[src/rtl/reg_bank_load_ctrl.sv]
// reg_bank_load_ctrl
// Fills a bank of NUM_REGS enable-gated registers from memory. On an accepted
// start it reads NUM_REGS consecutive words starting at base_addr. Each returned
// word is driven on reg_din and written with a one-cycle one-hot reg_en pulse.
// done pulses once when the bank is full.
//
// Optional feature: define REG_BANK_LOAD_CLEAR_EN to insert a one-cycle CLEAR
// state, which pulses reg_clr before the first read. Left undefined, reg_clr is
// tied to 0.
//
// Ports:
//   CLK, RST            clock; synchronous active-high reset
//   start, base_addr    load request and its starting word address
//   mem_rd, mem_addr    read request (held until mem_valid) and its address
//   mem_valid, mem_data read response
//   reg_din, reg_en     bank data bus and one-hot write enable
//   reg_clr             bank clear strobe (optional feature only)
//   busy, done          status: not IDLE / one-cycle load-complete pulse
module reg_bank_load_ctrl #(
    parameter int unsigned NUM_REGS = 25,
    parameter int unsigned DATA_W   = 32,
    parameter int unsigned ADDR_W   = 16,
    parameter int unsigned IDX_W    = 5
) (
    input  logic                CLK,
    input  logic                RST,
    input  logic                start,
    input  logic [ADDR_W-1:0]   base_addr,
    output logic                mem_rd,
    output logic [ADDR_W-1:0]   mem_addr,
    input  logic                mem_valid,
    input  logic [DATA_W-1:0]   mem_data,
    output logic [DATA_W-1:0]   reg_din,
    output logic [NUM_REGS-1:0] reg_en,
    output logic                reg_clr,
    output logic                busy,
    output logic                done
);

    localparam logic [IDX_W-1:0] LAST_IDX = IDX_W'(NUM_REGS - 1);

`ifdef REG_BANK_LOAD_CLEAR_EN
    typedef enum logic [2:0] {IDLE, REQ, WRITE, DONE, CLEAR} state_t;
`else
    typedef enum logic [1:0] {IDLE, REQ, WRITE, DONE} state_t;
`endif

    state_t            state;
    logic [IDX_W-1:0]  idx;
    logic [ADDR_W-1:0] addr_q;

    // Load sequencer; every output is registered here.
    always_ff @(posedge CLK) begin
        if (RST) begin
            state    <= IDLE;
            idx      <= '0;
            addr_q   <= '0;
            mem_rd   <= 1'b0;
            mem_addr <= '0;
            reg_din  <= '0;
            reg_en   <= '0;
            busy     <= 1'b0;
            done     <= 1'b0;
`ifdef REG_BANK_LOAD_CLEAR_EN
            reg_clr  <= 1'b0;
`endif
        end else begin
            // Strobes default low; each state raises only its own pulse.
            reg_en <= '0;
            done   <= 1'b0;
`ifdef REG_BANK_LOAD_CLEAR_EN
            reg_clr <= 1'b0;
`endif
            case (state)
                IDLE: begin
                    if (start) begin
                        addr_q <= base_addr;
                        idx    <= '0;
                        busy   <= 1'b1;
`ifdef REG_BANK_LOAD_CLEAR_EN
                        reg_clr <= 1'b1;
                        state   <= CLEAR;
`else
                        mem_rd   <= 1'b1;
                        mem_addr <= base_addr;
                        state    <= REQ;
`endif
                    end
                end
`ifdef REG_BANK_LOAD_CLEAR_EN
                CLEAR: begin
                    mem_rd   <= 1'b1;
                    mem_addr <= addr_q;
                    state    <= REQ;
                end
`endif
                REQ: begin
                    // Request and address stay stable until the memory answers.
                    if (mem_valid) begin
                        reg_din <= mem_data;
                        mem_rd  <= 1'b0;
                        reg_en  <= NUM_REGS'(1) << idx;
                        state   <= WRITE;
                    end
                end
                WRITE: begin
                    if (idx == LAST_IDX) begin
                        done  <= 1'b1;
                        state <= DONE;
                    end else begin
                        idx      <= idx + IDX_W'(1);
                        mem_rd   <= 1'b1;
                        // Address arithmetic wraps modulo 2^ADDR_W.
                        mem_addr <= addr_q + ADDR_W'(idx) + ADDR_W'(1);
                        state    <= REQ;
                    end
                end
                DONE: begin
                    busy  <= 1'b0;
                    state <= IDLE;
                end
                default: begin
                    mem_rd <= 1'b0;
                    busy   <= 1'b0;
                    state  <= IDLE;
                end
            endcase
        end
    end

`ifndef REG_BANK_LOAD_CLEAR_EN
    assign reg_clr = 1'b0;
`endif

endmodule

[config.mk]
export PLATFORM = sky130hd
export DESIGN_NAME = reg_bank_load_ctrl
export DESIGN_NICKNAME = d
export VERILOG_FILES = /design/src/rtl/reg_bank_load_ctrl.sv
export SDC_FILE = /design/constraint.sdc
export NUM_CORES = 1
export LEC_CHECK = 0
export CORE_MARGIN = 2
export CORE_UTILIZATION = 50
export CTS_CLUSTER_DIAMETER = 60
export DETAILED_ROUTE_END_ITERATION = 8
export PLACE_DENSITY = 0.88
export REMOVE_ABC_BUFFERS = 1
export SLEW_MARGIN = 20
export SYNTH_ARGS = -nofsm -noshare
export SYNTH_HDL_FRONTEND = slang
export SYNTH_SLANG_ARGS = --single-unit
[constraint.sdc]
create_clock -name CLK -period 3.3 [get_ports CLK]
set_input_delay 0.495 -clock CLK [delete_from_list [all_inputs] [get_ports CLK]]
set_output_delay 0.495 -clock CLK [all_outputs]
set_load 0.01 [all_outputs]
======== Yosys cells after proc, flatten, opt, wreduce, memory -nomap -nowiden ========
Cells that the tools add are included.
word-level totals
  memories kept ........................... 0
  bits of input ports ..................... 52
  word-level logic and storage cells ...... 51
  memory bits (read-only) ................. 0
  bits in latches ......................... 0
  bits in writable memories ............... 0
  bits in registers ....................... 99
cells by class
  multiplexer cells ....................... 16
  reduce and logical (&&, ||, !) cells .... 12
  multipliers ............................. 0
  add/subtract/negate cells ............... 3
  divide/modulo/power cells ............... 0
  shift-type cells ........................ 1
  bitwise operators ....................... 3
  $lt $le $gt $ge ......................... 0
  equal/unequal tests ..................... 7
operators by type and width
  cell                     count
  $mux W16                 2
  $pmux W16 S2             1
  $shl A1 B5 Y25 const A   1
  $add A16 B1 Y16 const B  1
  $add A16 B5 Y16          1
  $mux W5                  2
  $pmux W5 S2              1
  $pmux W2 S4              1
  $reduce_and A2 Y1        4
  $mux W2                  3
  $ne A2 B2 Y1 const B     3
  $add A5 B1 Y5 const B    1
  $eq A5 B5 Y1 const B     1
  $eq A2 B2 Y1 const B     2
  $mux W1                  4
  $reduce_and A4 Y1        1
  $reduce_bool A2 Y1       2
  $not A1 Y1               3
  $pmux W1 S3              1
  $reduce_and A3 Y1        1
  $reduce_bool A3 Y1       1
  $reduce_or A3 Y1         1
  $eq A2 B1 Y1 const B     1
  $logic_not A2 Y1         1
  other kinds (2)          2

======== Logic depth before layout (Yosys ltp) ========
  word-level depth ........................ 4
  gate-level depth with buffers ........... 9
  depth with buffers taken out ............ 9

======== Worst setup path before layout ========
Ideal clock, no wire load.
  kind .................................... reg2reg
  start ................................... register idx[0]
  end ..................................... register mem_addr[12]
  data required time ...................... 3.167 ns
  cell stages (with the launch flop) ...... 10
  data arrival time ....................... 1.928 ns
  path slack .............................. 1.240 ns
  path buffers ............................ 0
  path through ............................ dfxtp_1 inv_1 ha_1 inv_1 fa_1 a211oi_1 o21bai_1 and4_1 o21ai_0 a31oi_1
on the way
  cells in the longest elaborated chain, start to end .. 4
  elaborated cells on any way between the ends .. 7
ends and longest elaborated chain
  what                    line  text
  start, declared         49    logic [IDX_W-1:0] idx;
  start signal, assigned  111   idx <= idx + IDX_W'(1);
  $add A16 B5 Y16         114   mem_addr <= addr_q + ADDR_W'(idx) + ADDR_W'(1);
  $add A16 B1 Y16         114
  $mux W16                107   if (idx == LAST_IDX) begin
  $pmux W16 S2            74    case (state)
  end signal, assigned    85    mem_addr <= base_addr;
  end signal, assigned    114
  end, declared           30    output logic [ADDR_W-1:0] mem_addr,
Several ways; a longest one is shown, not always the timed one. The select of a mux whose other input is x is not followed.
A chain may end at the register's enable or synchronous reset.

======== Worst setup path in the final report ========
Ends and elaborated chain as after synthesis.

==> impl_metrics.tcl <==
set metrics [dict create \
    grt_start_max_net_pins 37 \
    path_class "reg -> reg" \
    cp_slowest_cell "fa_1" \
    die_x_um 93.9 \
    placedCellCount 689 \
    crit_chain "inv_1 -> ha_1 -> inv_1 -> fa_1 -> a211oi_1 -> o21bai_1 -> and4_1 -> o21ai_0 -> a31oi_1" \
    p_clk_frac 0.300 \
    wire_per_inst_um 14.6 \
    r2r_setup_slack_ns 0.89 \
    cp_top_family "compound AO/OA/AOI/OAI gates" \
    grt_pass1_vias 3414 \
    fin_ws_ns 0.887 \
    seqPwrFrac 0.558 \
    cts_made_buffers 9 \
    dr_total_vias 3738 \
    grt_usage 0.234 \
    swShare 0.264 \
    clockBufferDepth 2 \
    die_area_um2 8810 \
    dp_hpwl_mm 7.45 \
    area_growth_pct 36.0 \
    synth_edf_count 0 \
    p_leak_nw 1.95 \
    post-cts-setup-buffers 0 \
    syn_avg_cell_area_um2 8.34 \
    root_buffer "clkbuf_8" \
    crit_required_ns 3.55 \
    crit_path_max_incr_delay_ns 0.41 \
    via_per_inst 5.31 \
    hp-class "reg -> reg" \
    power.internal_w 0.00169 \
    cts_tree "built" \
    syn_inst 484 \
    num_io_pins 129 \
    place_congestion 0.863 \
    worst_clock_skew_ns 0.00529 \
    drc 0 \
    final_util 0.707 \
    hold_viol 0 \
    cp-start-kind "register" \
    cp.arrival_ns 2.66 \
    yosysSeqAreaShare 0.491 \
    fin_setup_tns_ns 0 \
    final_common_cell "clkdlybuf4s50_1" \
    clk_latency_ns 0.36 \
    ys_async_sr_fraction 0 \
    layout.cells.non_filler 704 \
    start_util 0.520 \
    crit_path_frequent_cell "inv_1" \
    maxCapViolCount 0 \
    coreArea_um2 7770 \
    totalWireLength_mm 10.3 \
    antenna_found_initial 0 \
    syn_area_um2 4040 \
    end_kind "register" \
    rsz0062_at_grt "false" \
    period_needed_ns 2.41 \
    combPwrFrac 0.142 \
    fill_cells 609 \
    io_buffers 127 \
    path_clk_slew_ns 0.09 \
    cp_max_fo 6 \
    power.switching_w 0.000605 \
    clock_sinks 99 \
    layout-drive-gt1-share 0.0565 \
    status "complete, no violations" \
    synth_ff_type "dfxtp_1" \
    ys_warn_count 0 \
    final_cell_mix "clkdlybuf4s50_1 (126), nand2_1 (122), dfxtp_1 (99)" \
    num_rows 32 \
    slew_headroom 0.542 \
    nets 662 \
    cts_resized 0 \
    h-tree-depth 3 \
    worstMarginPinSlew_ns 0.682 \
    drt_iter0_markers 200 \
    power_density_nw_per_um2 418 \
    pre_cts_slack_ns 0.925 \
    drv_slew 0 \
    finalSetupViolCount 0 \
    synth_cell_type_count 54 \
    diodes 0 \
    period_share 0.731 \
    synth-seq-cells 99 \
    drt_pass1_iterations 5 \
    final_antenna_net_count 0 \
    grt.overflow.total 0 \
    path_buf_inv 2 \
    vdd_ir_drop_max_v 0.000191 \
    grt_first_pass_wirelength_mm 16.4 \
    die_y_um 93.9 \
    cts_hold_buf 0 \
    fmax_mhz 414 \
]
[cell families (layout without fill, tap and decap cells)]
logic type	count (synthesis)	in the layout	synth area share
other	1	1	0.000928
adder cells (fa/ha/maj)	12	12	0.0390
multiplexers	2	2	0.00496
buffers and inverters	40	158	0.0483
flip-flops	99	99	0.491
XOR/XNOR	10	10	0.0217
AO/OA/AOI/OAI	104	104	0.155
AND/OR/NAND/NOR	216	216	0.239
[power by group through the flow]
stage,clock network (W),registers [W],logic (W)
final,0.000688,0.00128,0.000326
after global routing,0.000749,0.00129,0.000357
after CTS,0.000698,0.00128,0.000328
after detailed placement,0,0.00131,0.000326
after global placement,0,0.00131,0.000319
after floorplan,0,0.00132,0.000122
[stage by stage]
| stage | power [W] | hold slack [ns] | area, um2 |
|---|---|---|---|
| detailed placement | 0.00163 | 0.449 | 5320 |
| CTS | 0.00231 | 0.462 | 5490 |
| floorplan | 0.00144 | 0.430 | 3880 |
| finish | 0.00229 | 0.459 | 5490 |
| global placement | 0.00162 | 0.440 | 5320 |
| global route | 0.00239 | 0.476 | 5490 |
[worst reg2reg max path, cell delays in order, from the launching register on]
cell and delay, ns:
dfxtp_1 0.37, inv_1 0.14, ha_1 0.19, inv_1 0.06
fa_1 0.41, a211oi_1 0.38, o21bai_1 0.24, and4_1 0.24
o21ai_0 0.17, a31oi_1 0.11
[final cells by class]
type / count / area (um2) / area share
clock inverters: 5 / 40.0 / 0.00729
multi-input cells: 345 / 1860 / 0.339
repair buffers: 134 / 1320 / 0.240
flip-flops and latches: 99 / 1980 / 0.361
inverters: 9 / 33.8 / 0.00615
well taps: 102 / 128 / 0.0232
clock buffers: 10 / 128 / 0.0232
[final timing paths]
path                           start                        end  depth (start not counted)
max              idx[0]$_SDFFE_PP0P_  mem_addr[12]$_SDFFE_PP0P_                          9
min          reg_din[4]$_SDFFE_PP0N_    reg_din[4]$_SDFFE_PP0N_                          2
max reg2reg      idx[0]$_SDFFE_PP0P_  mem_addr[12]$_SDFFE_PP0P_                          9
min reg2reg  reg_din[4]$_SDFFE_PP0N_    reg_din[4]$_SDFFE_PP0N_                          2
[synthesized netlist by cell type (2+ instances only)]
| cell type | instances | area [um2] |
|---|---|---|
| a211oi_1 | 7 | 52.6 |
| a21o_1 | 4 | 30.0 |
| a21oi_1 | 66 | 330 |
| a31oi_1 | 5 | 31.3 |
| and2_1 | 2 | 12.5 |
| buf_2 | 9 | 45.0 |
| buf_4 | 3 | 22.5 |
| buf_6 | 3 | 33.8 |
| clkbuf_1 | 15 | 56.3 |
| dfxtp_1 | 99 | 1980 |
| ha_1 | 11 | 138 |
| inv_1 | 9 | 33.8 |
| mux2i_1 | 2 | 20.0 |
| nand2_1 | 122 | 458 |
| nand3_1 | 5 | 25.0 |
| nand3b_1 | 3 | 22.5 |
| nand4_1 | 4 | 25.0 |
| nor2_1 | 45 | 169 |
| nor2b_1 | 2 | 12.5 |
| nor3_1 | 15 | 75.1 |
| o211ai_1 | 3 | 22.5 |
| o21ai_0 | 6 | 30.0 |
| o21bai_1 | 2 | 15.0 |
| or3_1 | 4 | 25.0 |
| xnor2_1 | 7 | 61.3 |
| xor2_1 | 3 | 26.3 |
[routing by layer]
metal  global-route usage  up-vias  wire length (um)
li1                     -     1842                 -
met1                0.287     1732              4370
met2                0.414      151              4960
met3               0.0530       13               791
met4               0.0568        0               135
met5                    0        -                 0
[flip-flops by register name (all words and copies together), names as in the netlist]
signal / cells
mem_rd: 1
idx: 5
reg_en: 25
busy: 1
reg_din: 32
addr_q: 16
done: 1
state: 2
mem_addr: 16
(Power assumes the default switching activity.)
